--- config.mk ---
export PLATFORM = sky130hd
export DESIGN_NAME = booth_mul4
export DESIGN_NICKNAME = d
export VERILOG_FILES = /design/src/rtl/booth_mul4.sv
export SDC_FILE = /design/constraint.sdc
export NUM_CORES = 1
export LEC_CHECK = 0
export BUFFER_PORTS_ARGS = -buffer_cell sky130_fd_sc_hd__buf_2
export CORE_MARGIN = 5
export CORE_UTILIZATION = 53
export DETAILED_ROUTE_END_ITERATION = 10
export HOLD_SLACK_MARGIN = 0.12
export PLACE_DENSITY = 0.92
export SLEW_MARGIN = 30
export SYNTH_ARGS = -nofsm -noshare
export SYNTH_HDL_FRONTEND = slang
export SYNTH_SLANG_ARGS = --single-unit
--- constraint.sdc ---
create_clock -name clk -period 3.2 [get_ports clk]
set_input_delay 0.64 -clock clk [delete_from_list [all_inputs] [get_ports clk]]
set_output_delay 0.64 -clock clk [all_outputs]
set_load 0.01 [all_outputs]
--- src/rtl/booth_mul4.sv ---
// ---------------------------------------------------------------------------
// booth_mul4
//
// Sequential signed 4x4 radix-2 Booth multiplier producing an 8-bit
// two's-complement product. The add/sub step is not done here. Each CALC
// cycle this block drives an external 4-bit adder/subtractor through
// o_as_a/o_as_b/o_as_m. It takes that stage's sum and overflow back on
// i_as_sum/i_as_v, then shifts the result into the {A,Q,q_1} chain.
//
// Optional feature macro: BOOTH_ZERO_SKIP_EN
//   When defined, a zero operand at start completes the multiply without
//   entering CALC. The product is 0 and done pulses one cycle after start.
//   When undefined, zero operands take the normal four-iteration path.
//
// Ports
//   clk        in   1  clock, rising-edge
//   rst        in   1  asynchronous active-high reset
//   i_start    in   1  start request, honoured only while idle
//   i_a        in   4  signed multiplicand, captured on accepted start
//   i_b        in   4  signed multiplier, captured on accepted start
//   o_busy     out  1  high while iterating
//   o_done     out  1  one-cycle pulse when o_product is updated
//   o_product  out  8  signed product, held until the next completion
//   o_as_a     out  4  add/sub operand A (accumulator)
//   o_as_b     out  4  add/sub operand B (multiplicand)
//   o_as_m     out  1  add/sub mode, 1 = subtract (A - M)
//   i_as_sum   in   4  add/sub result
//   i_as_v     in   1  add/sub signed overflow
// ---------------------------------------------------------------------------
module booth_mul4 (
  input  logic       clk,
  input  logic       rst,
  input  logic       i_start,
  input  logic [3:0] i_a,
  input  logic [3:0] i_b,
  output logic       o_busy,
  output logic       o_done,
  output logic [7:0] o_product,
  output logic [3:0] o_as_a,
  output logic [3:0] o_as_b,
  output logic       o_as_m,
  input  logic [3:0] i_as_sum,
  input  logic       i_as_v
);

  typedef enum logic {
    IDLE = 1'b0,
    CALC = 1'b1
  } state_t;

  state_t     r_state;
  logic [3:0] r_acc;
  logic [3:0] r_q;
  logic       r_q1;
  logic [3:0] r_m;
  logic [2:0] r_cnt;
  logic [7:0] r_product;
  logic       r_done;

  logic       w_useSum;
  logic [3:0] w_r;
  logic       w_s;
  logic [3:0] w_nextAcc;
  logic [3:0] w_nextQ;

  // The external stage always sees the accumulator and the multiplicand.
  // The stage subtracts only for the Booth pair 10. For pair 01 it adds.
  // For pairs 00 and 11 its result is not used.
  assign o_as_a    = r_acc;
  assign o_as_b    = r_m;
  assign o_as_m    = r_q[0] & ~r_q1;
  assign o_busy    = (r_state == CALC);
  assign o_done    = r_done;
  assign o_product = r_product;

  // Build one Booth step: choose the add/sub result or the plain
  // accumulator, then form the arithmetic-right-shifted A and Q.
  // The sign shifted into A comes from the true 5-bit result. When the
  // stage overflows, the sum's top bit is wrong, and xor-ing it with the
  // overflow flag restores the sign. This only happens when M = -8.
  always_comb begin
    w_useSum  = r_q[0] ^ r_q1;
    w_r       = w_useSum ? i_as_sum : r_acc;
    w_s       = w_useSum ? (i_as_sum[3] ^ i_as_v) : r_acc[3];
    w_nextAcc = {w_s, w_r[3:1]};
    w_nextQ   = {w_r[0], r_q[3:1]};
  end

  // Control FSM and datapath registers.
  // IDLE loads the operands when start arrives.
  // CALC runs one shift per clock. On the fourth shift, the post-shift
  // {A,Q} is written to the product, done is raised for one cycle, and
  // the FSM returns to IDLE. A start arriving in that done cycle is
  // therefore accepted straight away.
  always_ff @(posedge clk or posedge rst) begin
    if (rst) begin
      r_state   <= IDLE;
      r_acc     <= 4'd0;
      r_q       <= 4'd0;
      r_q1      <= 1'b0;
      r_m       <= 4'd0;
      r_cnt     <= 3'd0;
      r_product <= 8'h00;
      r_done    <= 1'b0;
    end else begin
      r_done <= 1'b0;
      case (r_state)
        IDLE: begin
          if (i_start) begin
`ifdef BOOTH_ZERO_SKIP_EN
            if ((i_a == 4'd0) || (i_b == 4'd0)) begin
              r_product <= 8'h00;
              r_done    <= 1'b1;
            end else begin
              r_m     <= i_a;
              r_q     <= i_b;
              r_acc   <= 4'd0;
              r_q1    <= 1'b0;
              r_cnt   <= 3'd4;
              r_state <= CALC;
            end
`else
            r_m     <= i_a;
            r_q     <= i_b;
            r_acc   <= 4'd0;
            r_q1    <= 1'b0;
            r_cnt   <= 3'd4;
            r_state <= CALC;
`endif
          end
        end
        CALC: begin
          r_acc <= w_nextAcc;
          r_q   <= w_nextQ;
          r_q1  <= r_q[0];
          r_cnt <= r_cnt - 3'd1;
          if (r_cnt == 3'd1) begin
            r_product <= {w_nextAcc, w_nextQ};
            r_done    <= 1'b1;
            r_state   <= IDLE;
          end
        end
        default: r_state <= IDLE;
      endcase
    end
  end

endmodule

== Word-level counts from Yosys, hierarchy flattened ==
Cells that the tools add are included.
Storage, ports and cells
  memories kept: 0
  RAM bits: 0
  flip-flop bits (word level): 26
  output and inout port bits: 19
  bits of input ports: 16
  latch bits: 0
  memory bits (read-only): 0
  logic and storage cells: 33
Cells by class
  multipliers: 0
  shift operators: 0
  add/sub/neg operators: 1
  div/mod/pow operators: 0
  $lt $le $gt $ge: 0
  reductions and logical operators: 2
  bitwise gates (word level): 5
  mux-type cells: 15
  eq/ne operators: 2
Operators with widths (number)
  one-hot mux 4 bit (2 select lines): 2
  two-way mux 4 bit: 3
  two-way mux 1 bit: 6
  one-hot mux 3 bit (2 select lines): 1
  one-hot mux 1 bit (2 select lines): 2
  AND reduction 2 bit: 2
  == test 3 x 1 -> 1 bit, second input constant: 1
  two-way mux 3 bit: 1
  subtractor 3 x 1 -> 3 bit, second input constant: 1
  inequality test 2 bit, second input constant: 1
  inverter 1 bit: 2
  XOR 1 bit: 2
  bitwise AND 1 bit: 1

== Logic depth before layout (Yosys ltp) ==
  depth after elaboration: 3
  mapped depth: 6
  mapped depth without buffers: 5

== Worst setup path after synthesis ==
No wires, ideal clock.
  kind: reg2reg
  start: reg r_q[0]
  end: reg r_acc[0], in the netlist o_as_a[0]
  stages on the path, launching flop included: 5
  clock period less this slack: 1289 ps
  setup slack: 1911 ps
  data required time: 3072 ps
  buffers on the path: 1
  arrival time: 1161 ps
  setup time: 128 ps
  cell sequence: dfrtp_1 > ha_1 > buf_2 > mux2i_1 > o22ai_1
Between the ends
  longest elaborated chain between the ends: 3
Ends and longest elaborated chain
  start: declaration: RTL line 53  | logic [3:0] r_q;
  start signal: assignment: RTL line 124  | r_q <= i_b;
  start signal: assignment: RTL line 134  | r_q <= w_nextQ;
  XOR 1 bit: RTL line 82  | w_useSum = r_q[0] ^ r_q1;
  two-way mux 4 bit: RTL line 83  | w_r = w_useSum ? i_as_sum : r_acc;
  one-hot mux 4 bit (2 select lines): RTL line 107  | case (r_state)
  end signal: assignment: RTL line 133  | r_acc <= w_nextAcc;
  end: declaration: RTL line 52  | logic [3:0] r_acc;
Every way passes these cells.
A chain may end at the register's enable or synchronous reset.

== Worst setup path after layout ==
  start: reg r_state, in the netlist o_busy
  end: out o_busy
RTL lines
  start: declaration: RTL line 51  | state_t r_state;
  start signal: assignment: RTL line 97  | r_state <= IDLE;
  start signal: assignment: RTL line 128  | r_state <= CALC;
  start signal: assignment: RTL line 140  | r_state <= IDLE;
  end: declaration: RTL line 36  | output logic o_busy,
No word-level cell between the ends.

==> qor.txt <==
Max H-tree Level -> 1
Post-CTS setup buffer count -> 0
Hold_buf cts -> 0
Multi-input gate area -> 465 um2
Fmax -> 510 MHz
Crit share post-route -> 61.3%
Ant diodes -> 0
Critical Path End Type -> primary output
Pleak -> 0.721 nW
Largest net degree at the start of global routing -> 27
Total gr overflow -> 0
Antenna violations before repair -> 0
Pre-antenna DRT Iters -> 4
Fin util -> 63.1%
Routed wire per std cell -> 13.4 um
Number of buffers and inverters on the critical path -> 1
Antenna viol nets, final -> 0
Count of cell types in the netlist -> 24
Crit-path max FO -> 19
Worst Clk Skew -> 0.00403 ns
Setup TNS -> 0 ns
Outcome -> finished, final reports clean
Post-Syn Area per Cell -> 12.1 um2
Post-synth top flop -> dfrtp_1
CTS Sinks -> 26
Top cell type's share of synthesized area -> 55.0%
Worst VDD drop -> 485 uV
Routed WL -> 2120 um
Syn_nets -> 117
Final Hold Viols -> 0
Largest area contributor in the netlist -> dfrtp_1
WHS -> 0.359 ns
# port buffers -> 34
Fillers -> 196
Die Ht -> 57.2 um
CP Launch Type -> flop
Gr usage total -> 13.7%
Vias per std cell -> 5.11
Synth warn -> 0
Max Root-Sink Buffers -> 2
DR vias -> 807
Worst Reg2Reg Path Length in Cells -> 2
Final setup vio count -> 0
Post-route minimum period -> 1.96 ns
Worst slew pin tran -> 0.647 ns
Starting Density -> 54.5%
Detailed placement HPWL -> 1660 um
Die Wd -> 57.2 um
Ratio of cells with drive above 1 in the final layout -> 41.5%
Worst-Skew Late Latency -> 0.29 ns
Critical path, cell by cell -> buf_2
First-pass GRT wire length -> 3660 um
Data arrival time at the worst-slack endpoint -> 1.32 ns
Largest stage delay on the critical path -> 0.78 ns
FF-to-FF Start -> o_busy
Sequential element share of the synthesized area -> 55.0%
Ys async rst share -> 100%
Initial DRC Count -> 13
Final nets -> 151
CTS tree -> done
Max_slew headroom -> 56.9%
Req. time, crit path -> 2.56 ns
CTS Buf Count -> 3
Vias in the first global route -> 821
FF-to-FF setup slack -> 1.61 ns
Register area -> 651 um2
#FFs+latches synth -> 26
Critical-path top delay cell -> dfrtp_1
Root Driver -> clkbuf_4
RSZ-0062 raised after global routing -> no
Worst setup path class -> reg2out
Synth top area cells -> dfrtp_1 (55%), mux2i_1 (6.8%), mux2_2 (4.8%), nand2_1 (4.4%), mux2_4 (3.8%)
Post-CTS sizing -> 0
Reg2reg end -> o_product[1]
P&R area growth vs syn -> 15.9%
I/O Pins -> 35
Max-Cap Viols -> 0
Detailed-route DRC error count -> 0
EDFF count, synth -> 0
Critical path's top delay family -> flip-flops
Core Rows -> 17
Cells after Synth -> 98
Slew Viols, Final -> 0
Syn Std Cell Area -> 1180 um2
DIE AREA -> 3280 um2
Placer Congestion -> 0.781
Core Box Area -> 2170 um2
Pwr Density -> 985 nW/um2
Clock transition at path regs -> 0.12 ns
Hold/Removal Path Class -> in2async
state kept, by name, indices dropped and copies added, names as in the netlist:
signal,flops
r_cnt,3
o_done,1
o_as_a,4
o_as_b,4
o_product,8
r_q,4
o_busy,1
r_q1,1
worst max-delay path by stage:
stage                       from        end  slack, ns  depth (start not counted)
after floorplan           r_q[0]  o_as_a[0]       1.91                          4
after global placement    o_busy     o_busy       1.60                          1
after detailed placement  o_busy     o_busy       1.58                          1
after CTS                 o_busy     o_busy       1.23                          1
after global routing      o_busy     o_busy       1.13                          1
final                     o_busy     o_busy       1.24                          1
stage by stage:
| step | power, mW | std cells | cell area, um2 | setup slack, ns |
|---|---|---|---|---|
| 5_1_grt | 1.47 | 158 | 1370 | 1.13 |
| 3_3_place_gp | 1.21 | 155 | 1350 | 1.60 |
| 2_1_floorplan | 1.05 | 98 | 1180 | 1.91 |
| 4_1_cts | 1.37 | 158 | 1370 | 1.23 |
| 3_5_place_dp | 1.24 | 155 | 1350 | 1.58 |
| 6_report | 1.35 | 158 | 1370 | 1.24 |
per-layer routing:
metal / global-route usage (%) / wire length (um)
met1: 18.6 / 939
met2: 23.2 / 1030
met3: 3.85 / 150
met4: 0.662 / 0
met5: 0 / 0
cell type report:
class,instances,area share (%)
Clock buffer,3,1.64
Inverter,7,1.92
Multi-Input combinational cell,60,34.0
Sequential cell,26,47.5
Tap cell,28,2.56
Timing Repair Buffer,34,12.4
cells by family after synthesis:
kind of cell	share of synthesized area, %
fa+ha+maj	3.17
mux	15.3
flops	55.0
simple gates	9.63
buf+inv	5.61
xor+xnor	0.741
compound gates	10.5
layout by cell type (no fill, tap or decap):
cell type  netlist  layout
a31oi_1          1       1
mux2i_1          8       8
o21ai_2          5       5
o22ai_1          3       3
inv_1            7       6
nor2b_1          1       1
o21ai_0          6       6
ha_1             3       3
mux2_2           5       5
xor2_1           1       1
mux2_4           3       3
clkbuf_4         0       3
a211oi_1         1       1
nor2_1           2       2
nand3b_4         1       1
nor2_2           1       1
dfrtp_1         26      26
buf_2            2      34
nor2b_4          1       1
nand2_1         14      14
o31ai_1          1       1
a21oi_1          2       2
inv_2            0       1
nand3b_1         1       1
synthesized netlist by cell type, drive strengths merged (2+ instances only):
| master | n |
|---|---|
| a21oi | 2 |
| ha | 3 |
| mux2i | 8 |
| nor2b | 2 |
| mux2 | 8 |
| dfrtp | 26 |
| nor2 | 3 |
| nand2 | 14 |
| o21ai | 11 |
| nand3b | 2 |
| buf | 5 |
| inv | 7 |
| o22ai | 3 |
power breakdown:
group	leakage (nW)	switching (mW)	total [mW]	internal, mW
clock	0.0138	0.0816	0.125	0.0437
sequential	0.314	0.115	0.603	0.488
combinational	0.394	0.319	0.621	0.302
total	0.721	0.516	1.35	0.834
Note: power is estimated with default switching activity, not from simulation.
